<file path="src/rtl/debounce_scheduler.sv">
// debounce_scheduler
//   Time-multiplexed debounce controller for the front-panel buttons. A slow
//   sample tick starts one scan pass; the pass walks channels 0..NUM_CH-1, one
//   per clock, through a single history-evaluation datapath. Debounced level
//   changes become pending events that a round-robin arbiter feeds into a
//   valid/ready output register.
//
// Ports
//   clk          system clock
//   reset        asynchronous, active-low reset
//   buttons      raw asynchronous button levels (NUM_CH bits)
//   debounced    debounced button levels (NUM_CH bits)
//   ev_valid     an event is presented on ev_ch / ev_rise
//   ev_ready     consumer accepts the presented event
//   ev_ch        channel of the presented event
//   ev_rise      1 = press (0->1), 0 = release (1->0)
//   ev_overflow  one-cycle pulse: an unconsumed pending event was overwritten
module debounce_scheduler #(
    parameter int NUM_CH   = 3,
    parameter int HIST_LEN = 8,
    parameter int TICK_DIV = 1000,
    localparam int CH_W    = (NUM_CH > 1) ? $clog2(NUM_CH) : 1
) (
    input  logic              clk,
    input  logic              reset,
    input  logic [NUM_CH-1:0] buttons,
    output logic [NUM_CH-1:0] debounced,
    output logic              ev_valid,
    input  logic              ev_ready,
    output logic [CH_W-1:0]   ev_ch,
    output logic              ev_rise,
    output logic              ev_overflow
);

    localparam int              CNT_W   = $clog2(TICK_DIV);
    localparam logic [CNT_W-1:0] CNT_MAX = CNT_W'(TICK_DIV - 1);
    localparam logic [CH_W-1:0]  LAST_CH = CH_W'(NUM_CH - 1);

    typedef enum logic {S_IDLE, S_SCAN} state_t;

    logic [NUM_CH-1:0]   sync1_reg, sync2_reg;
    logic [CNT_W-1:0]    cnt_reg;
    logic                tick;
    state_t              state_reg, state_next;
    logic [CH_W-1:0]     idx_reg, idx_next;
    logic                scan_en;
    logic [NUM_CH-1:0]   scan_sel;

    // Only the most recent HIST_LEN-1 samples are stored: together with the
    // sample being scanned they form the full HIST_LEN-deep window, and the
    // oldest bit would be shifted out on the next scan anyway.
    logic [HIST_LEN-2:0] hist_reg [NUM_CH];
    logic [HIST_LEN-1:0] hist_new;
    logic                post_en, post_rise;

    logic [NUM_CH-1:0]   deb_reg, deb_next;
    logic [NUM_CH-1:0]   pend_reg, pend_next;
    logic [NUM_CH-1:0]   ptype_reg, ptype_next;
    logic                ovf_reg, ovf_next;

    logic [CH_W-1:0]     rr_reg, gnt_ch, cand_idx;
    int                  cand;
    logic                gnt_any, out_free, grant;
    logic                valid_reg, rise_reg;
    logic [CH_W-1:0]     ch_reg;

    // Two-flop synchronizer per button.
    always_ff @(posedge clk or negedge reset) begin
        if (!reset) begin
            sync1_reg <= '0;
            sync2_reg <= '0;
        end else begin
            sync1_reg <= buttons;
            sync2_reg <= sync1_reg;
        end
    end

    // Sample-tick prescaler.
    always_ff @(posedge clk or negedge reset) begin
        if (!reset)
            cnt_reg <= '0;
        else if (cnt_reg == CNT_MAX)
            cnt_reg <= '0;
        else
            cnt_reg <= cnt_reg + 1'b1;
    end

    assign tick = (cnt_reg == CNT_MAX);

    // Scan FSM: state register.
    always_ff @(posedge clk or negedge reset) begin
        if (!reset) begin
            state_reg <= S_IDLE;
            idx_reg   <= '0;
        end else begin
            state_reg <= state_next;
            idx_reg   <= idx_next;
        end
    end

    // Scan FSM: next state. TICK_DIV > NUM_CH+1 guarantees a pass finishes
    // before the next tick, so ticks are only observed in IDLE.
    always_comb begin
        state_next = state_reg;
        idx_next   = idx_reg;
        scan_en    = 1'b0;
        case (state_reg)
            S_IDLE: begin
                if (tick) begin
                    state_next = S_SCAN;
                    idx_next   = '0;
                end
            end
            S_SCAN: begin
                scan_en = 1'b1;
                if (idx_reg == LAST_CH) begin
                    state_next = S_IDLE;
                    idx_next   = '0;
                end else begin
                    idx_next = idx_reg + 1'b1;
                end
            end
            default: begin
                state_next = S_IDLE;
                idx_next   = '0;
            end
        endcase
    end

    // Per-channel write select for the history bank.
    genvar gi;
    generate
        for (gi = 0; gi < NUM_CH; gi++) begin : g_sel
            assign scan_sel[gi] = scan_en && (idx_reg == CH_W'(gi));
        end
    endgenerate

    // Shared evaluation datapath for the channel under scan.
    assign hist_new  = {hist_reg[idx_reg], sync2_reg[idx_reg]};
    assign post_rise = &hist_new;
    assign post_en   = scan_en &&
                       (( (&hist_new) && !deb_reg[idx_reg]) ||
                        (!(|hist_new) &&  deb_reg[idx_reg]));

    always_ff @(posedge clk or negedge reset) begin
        if (!reset) begin
            for (int c = 0; c < NUM_CH; c++)
                hist_reg[c] <= '0;
        end else begin
            for (int c = 0; c < NUM_CH; c++)
                if (scan_sel[c])
                    hist_reg[c] <= hist_new[HIST_LEN-2:0];
        end
    end

    // Round-robin search starting just after the last granted channel.
    always_comb begin
        gnt_any  = 1'b0;
        gnt_ch   = rr_reg;
        cand     = 0;
        cand_idx = '0;
        for (int k = 1; k <= NUM_CH; k++) begin
            cand     = (int'(rr_reg) + k) % NUM_CH;
            cand_idx = CH_W'(cand);
            if (!gnt_any && pend_reg[cand_idx]) begin
                gnt_any = 1'b1;
                gnt_ch  = cand_idx;
            end
        end
    end

    assign out_free = !valid_reg || ev_ready;
    assign grant    = out_free && gnt_any;

    // Pending-event bookkeeping. The grant clears first so that a post to the
    // channel being granted in the same cycle re-arms it without an overflow.
    always_comb begin
        deb_next   = deb_reg;
        pend_next  = pend_reg;
        ptype_next = ptype_reg;
        ovf_next   = 1'b0;
        if (grant)
            pend_next[gnt_ch] = 1'b0;
        if (post_en) begin
            deb_next[idx_reg]   = post_rise;
            pend_next[idx_reg]  = 1'b1;
            ptype_next[idx_reg] = post_rise;
            ovf_next            = pend_reg[idx_reg] && !(grant && (gnt_ch == idx_reg));
        end
    end

    always_ff @(posedge clk or negedge reset) begin
        if (!reset) begin
            deb_reg   <= '0;
            pend_reg  <= '0;
            ptype_reg <= '0;
            ovf_reg   <= 1'b0;
        end else begin
            deb_reg   <= deb_next;
            pend_reg  <= pend_next;
            ptype_reg <= ptype_next;
            ovf_reg   <= ovf_next;
        end
    end

    // Output register: loads a new event whenever the slot is empty or the
    // current event is being accepted; holds otherwise.
    always_ff @(posedge clk or negedge reset) begin
        if (!reset) begin
            valid_reg <= 1'b0;
            ch_reg    <= '0;
            rise_reg  <= 1'b0;
            rr_reg    <= LAST_CH;
        end else if (out_free) begin
            if (gnt_any) begin
                valid_reg <= 1'b1;
                ch_reg    <= gnt_ch;
                rise_reg  <= ptype_reg[gnt_ch];
                rr_reg    <= gnt_ch;
            end else begin
                valid_reg <= 1'b0;
            end
        end
    end

    assign debounced   = deb_reg;
    assign ev_valid    = valid_reg;
    assign ev_ch       = ch_reg;
    assign ev_rise     = rise_reg;
    assign ev_overflow = ovf_reg;

endmodule

</file>
<file path="config.mk">
export PLATFORM = sky130hd
export DESIGN_NAME = debounce_scheduler
export DESIGN_NICKNAME = d
export VERILOG_FILES = /design/src/rtl/debounce_scheduler.sv
export SDC_FILE = /design/constraint.sdc
export NUM_CORES = 1
export LEC_CHECK = 0
export ABC_AREA = 1
export CAP_MARGIN = 20
export CORE_MARGIN = 2
export CORE_UTILIZATION = 35
export DETAILED_ROUTE_END_ITERATION = 10
export PLACE_DENSITY = 0.57
export RECOVER_POWER = 50
export REMOVE_ABC_BUFFERS = 1
export SYNTH_ARGS = -nofsm -noshare
export SYNTH_HDL_FRONTEND = slang
export SYNTH_SLANG_ARGS = --single-unit
</file>
<file path="constraint.sdc">
create_clock -name clk -period 2.3 [get_ports clk]
set_clock_uncertainty 0.2 [all_clocks]
set_input_delay 0.575 -clock clk [delete_from_list [all_inputs] [get_ports clk]]
set_output_delay 0.575 -clock clk [all_outputs]
set_load 0.005 [all_outputs]
</file>
Yosys cells after proc, flatten, opt, wreduce, memory -nomap -nowiden

Index checks and enable logic that the tools add are counted.

Add/subtract/negate cells: 5
Divide/modulo/power cells: 3
$lt $le $gt $ge: 8
Equal/unequal tests: 5
Muxes and demuxes: 41
Bitwise gates (word level): 5
Reductions and logical operators: 25

Operators by type and width:

| operator                                                                            | number |
|---|---|
| 32-bit by 3-bit modulo with 32-bit output, second input constant                    | 3 |
| 1-bit 2-to-1 mux                                                                    | 17 |
| 2-bit by 3-bit less-than comparator with 1-bit output, second input constant        | 5 |
| 1-bit binary-select mux with 2-bit select                                           | 7 |
| 7-bit binary-select mux with 2-bit select                                           | 1 |
| 7-bit 2-to-1 mux                                                                    | 2 |
| 1-bit logical AND                                                                   | 13 |
| 10-bit by 1-bit adder with 10-bit output, second input constant                     | 1 |
| 10-bit == test, second input constant                                               | 1 |
| 10-bit 2-to-1 mux                                                                   | 1 |
| 2-bit 2-to-1 mux                                                                    | 5 |
| 8-bit AND reduction                                                                 | 1 |
| 8-bit OR reduction                                                                  | 1 |
| 2-bit by 2-bit adder with 3-bit output, second input constant                       | 2 |
| 3-bit bitwise mux                                                                   | 2 |
| 1-bit zero test                                                                     | 6 |
| 3-bit 2-to-1 mux                                                                    | 2 |
| 1-bit demux with 2-bit select                                                       | 2 |
| 2-bit by 1-bit greater-or-equal comparator with 1-bit output, second input constant | 2 |
| 2-bit case mux with 2 select lines                                                  | 1 |
| 2-bit by 1-bit adder with 3-bit output, second input constant                       | 1 |
| 3-bit bitwise AND                                                                   | 1 |
| 3-bit greater-or-equal comparator, second input constant                            | 1 |
| 2-bit inverter with 3-bit output                                                    | 1 |
| other kinds (12)                                                                    | 13 |

Flip-flop bits (word level): 56
Output and inout bits: 8

Logic depth before layout (Yosys ltp)

Depth after elaboration: 20
Depth in mapped cells: 14
Mapped depth without buffers: 14

Worst setup path after synthesis

OpenSTA, ideal clock, no wires.

Path kind: register to register
From: register, netlist name ev_ch[0]
To: register pend_reg[0]
Data arrival time: 1809 ps
Setup slack: 168 ps
Stages on the path, launching flop included: 14
Path buffers: 0
Clock period less this slack: 2132 ps
Path through: dfrtp_1 inv_1 ha_1 inv_2 nand2_1 nand3_1 nand2_2 nand3_2 nand3_1 nand2_1 inv_1 nand2_1 o21ai_0 nand2_1

RTL lines:

| what                 | line | RTL |
|---|---|---|
| end signal, assigned | 200  | `pend_reg <= pend_next;` |
| end, declared        | 57   | `logic [NUM_CH-1:0] pend_reg, pend_next;` |

Worst setup path after layout

From: register rr_reg[1]
To: register pend_reg[2]

Longest elaborated chain between the ends: 20
Elaborated cells on any way between the ends: 33

Ends and longest elaborated chain:

| what                                      | line | RTL |
|---|---|---|
| start, declared                           | 61   | `logic [CH_W-1:0] rr_reg, gnt_ch, cand_idx;` |
| start signal, assigned                    | 219  | `rr_reg <= gnt_ch;` |
| 2-bit by 1-bit adder with 3-bit output    | 163  | `cand = (int'(rr_reg) + k) % NUM_CH;` |
| 32-bit by 3-bit modulo with 32-bit output | 163  |  |
| 1-bit binary-select mux with 2-bit select | 165  | `if (!gnt_any && pend_reg[cand_idx]) begin` |
| 1-bit 2-to-1 mux (implied by the code)    | 165  |  |
| 1-bit 2-to-1 mux                          | 165  |  |
| 1-bit zero test                           | 165  |  |
| 1-bit logical AND                         | 165  |  |
| 1-bit 2-to-1 mux                          | 165  |  |
| [... 5 more ...]                          | n/a  |  |
| 1-bit 2-to-1 mux (implied by the code)    | 183  | `pend_next[gnt_ch] = 1'b0;` |
| 1-bit demux with 2-bit select             | 183  |  |
| 3-bit inverter (no source line)           | n/a  |  |
| 3-bit bitwise AND (no source line)        | n/a  |  |
| 3-bit 2-to-1 mux *                        | 182  | `if (grant)` |
| 3-bit OR (no source line)                 | n/a  |  |
| 3-bit 2-to-1 mux *                        | 184  | `if (post_en) begin` |
| named net pend_next[2]                    | 57   |  |

Mark *: on every way through the listed nets, which the timed path passes. The rest lies on a longest branch. The select of a mux whose other input is x is not followed.
A chain may end at the register's enable or synchronous reset.

==> run_results.csv <==
group,metric,value,unit
sta,final.period_utilization,0.968,
layout,final_core_util,0.432,
layout,stdcell_area,3320,um^2
layout,nFillCells,801,
sta,setup_violations,0,
placement,io_buffer_count,13,
sta,worst_slack,0.0728,ns
layout,areaGrowthSynthToFinish,20.1,%
yosys,seq_area_frac_synth,0.471,
clock_tree,clk_pin_slew_worst_paths,0.09,ns
critical_path,crit_chain,"buf_12, ha_4, nand2_1, nand3_2, nand2_4, nand3_4, inv_4, nand2_4, nand2_4, nand2_2, o21ai_1, nand2_1",
critical_path,start_kind,"register",
yosys,synth-simple-area-share,0.327,
yosys,synth_area_leaders,"dfrtp_1 46%, nand2_1 14%, nand3_1 5.6%",
sta,hold_slack,0.153,ns
routing,drt_wl_total,6.22,mm
sta,worst_pin_slew,1.26,ns
sta,slew_violations,0,
flow_run,drv_cap,0,
global_routing,grt_overflow,0,
sta,fin_crit,2.23,ns
sta,timing.setup.tns,0,ns
routing,via_per_inst,4.89,
yosys,synth_cell_types,30,
layout,drive_above_1_share,0.224,
yosys,netlist_area,2770,um^2
min_path,hold_class,"reg2reg",
yosys,synth_edf_count,0,
clock_tree,cts_max_path_buffers,2,
floorplanning,boundaryPins,14,
critical_path,cp_max_fo,8,
pwr,peakVddDrop,283,uV
routing,ant_nets,0,
yosys,synth-compound-area-share,0.0995,
floorplanning,num_rows,32,
critical_path,critPathTopFamily,"simple AND/OR/NAND/NOR gates",
critical_path,worstPathArrival,2.22,ns
pwr,power_density,928,nW/um^2
sta,fmax,449,MHz
placement,gp_congestion,0.862,
yosys,syn_inst,348,
clock_tree,holdBufCountCts,0,
clock_tree,cts_root_buffer,"clkbuf_8",
yosys,yosys-mux-area-fraction,0,
layout,mostFrequentLayoutCell,"nand2_1",
layout,final_cell_mix,"95 x nand2_1, 50 x dfrtp_1, 26 x nand3_1, 26 x nor2_1, 25 x inv_1",
critical_path,crit_required,2.30,ns
sta,rsz0062_at_grt,"true",
critical_path,endpoint_kind,"register",
clock_tree,worstSkewPairLatency,0.30,ns
yosys,async_reset_ff_frac,1.00,
sta,max-slew-margin-rel,0.162,
yosys,yosys_warnings,0,
global_routing,grt_pass1_wl,10.7,mm
routing,first_pass_iters,4,
critical_path,slowest_stage,"dfstp_2",
floorplanning,dieArea,8630,um^2
layout,largest_register_ffs,21,
layout,final_nets,390,
routing,drtIter0Drc,189,
routing,drc,0,
yosys,ys.flop_type,"dfrtp_1",
clock_tree,cts_tree,"done",
routing,wl_per_cell,12.9,um
critical_path,critPathBufInv,2,
pwr,power_leakage,1.65,nW
placement,pre_cts_slack,-0.0258,ns
yosys,syn_area_per_cell,7.95,um^2
critical_path,cp_slowest_stage_delay,0.56,ns
critical_path,critPathKind,"reg2reg",
yosys,synth_xor_area_frac,0.00950,
clock_tree,htreeDepth,2,
global_routing,antenna_found_initial,0,
clock_tree,cts_num_sinks,52,
global_routing,grt_pass1_vias,2325,
status,status,"complete, no violations",
placement,placed_area,3080,um^2
yosys,synth_top_family_by_area,"simple AND/OR/NAND/NOR gates",
clock_tree,cts_inserted_buffers,5,
global_routing,grt_use_total,0.155,
yosys,synth_area_leader_cell,"dfrtp_1",
routing,vias,2359,
global_routing,grt_max_degree,53,
yosys,synth_fa_ha_area_frac,0.0226,
critical_path,worst_path_most_repeated_cell,"nand2_4",
floorplanning,core-area,7690,um^2
sta,final_hold_viol_count,0,
floorplanning,fp.dieH,92.9,um
placement,hpwl,4.34,mm
yosys,synth_top_area_share,0.461,
yosys,ys_ff_latch,52,
floorplanning,die_x,92.9,um
floorplanning,initial_core_util,0.360,
layout,diodes,0,
==> path summary, 6_finish.rpt <==
path,end,slack (ns),from,cells past startpoint
setup / recovery,pend_reg[2],0.07,rr_reg[1],12
hold / removal,sync2_reg[2],0.15,sync1_reg[2],0
setup reg to reg,pend_reg[2],0.07,rr_reg[1],12
hold reg to reg,sync2_reg[2],0.15,sync1_reg[2],0
max in group asynchronous,idx_reg[1],0.65,reset,2
min in group asynchronous,sync1_reg[0],0.42,reset,2
==> logic make-up (layout without fill, tap and decap cells) <==
kind of cell    after synthesis  in the layout
compound gates               47             47
xor+xnor                      3              3
fa+ha+maj                     5              5
buf+inv                      45             77
flops                        52             52
simple gates                196            196
==> cells in the mapped netlist (2+ instances only) <==
master     n
buf_2      2
a22oi_1    2
a21oi_1   14
nor2_1    26
nand2_1  104
o22ai_1    2
nor2_2     5
nand3_2    7
nand2_4    2
o21ai_1    3
inv_1     29
buf_4      2
o21ai_0   16
nand3_1   31
ha_1       5
nor2_4     2
xor2_1     3
o21a_1     7
dfrtp_1   51
inv_2      9
buf_6      2
nand4_1    9
nor3_1     2
nand2_2    7
==> metrics by stage <==
stage / instances / power (mW)
final: 482 / 3.08
after global routing: 482 / 3.32
after CTS: 479 / 2.82
after detailed placement: 469 / 2.18
after global placement: 469 / 2.17
after floorplan: 341 / 1.80
==> report_power, final <==
group	leakage [nW]	total (mW)	switching [mW]	internal, mW
logic	0.924	1.52	0.913	0.604
clock network	0.0445	0.535	0.290	0.245
registers	0.686	1.03	0.0511	0.980
total	1.65	3.08	1.25	1.83
==> what timing repair did <==
| item | CTS | global route |
|---|---|---|
| endpoints found under the setup margin | 3 | 9 |
| gates resized for setup | 7 | 29 |
| pin swaps | 0 | 10 |
| buffers inserted | 2 | 3 |
==> final cells by class <==
cell class              instances  area, um^2  area share
clock inverters                 1        7.51     0.00226
inverters                      38         148      0.0444
repair buffers                 31         270      0.0814
well taps                     102         128      0.0384
clock buffers                   7        86.3      0.0260
flip-flops and latches         52        1300       0.392
multi-input cells             251        1380       0.415
==> layer usage <==
metal | vias to the layer above | track usage | wire (um)
met5 | - | 0 | 0
met4 | 0 | 0.0699 | 165
met3 | 16 | 0.0236 | 270
met2 | 53 | 0.254 | 3050
met1 | 1108 | 0.202 | 2740
li1 | 1182 | - | -
Power figures use the tool's default switching activity.
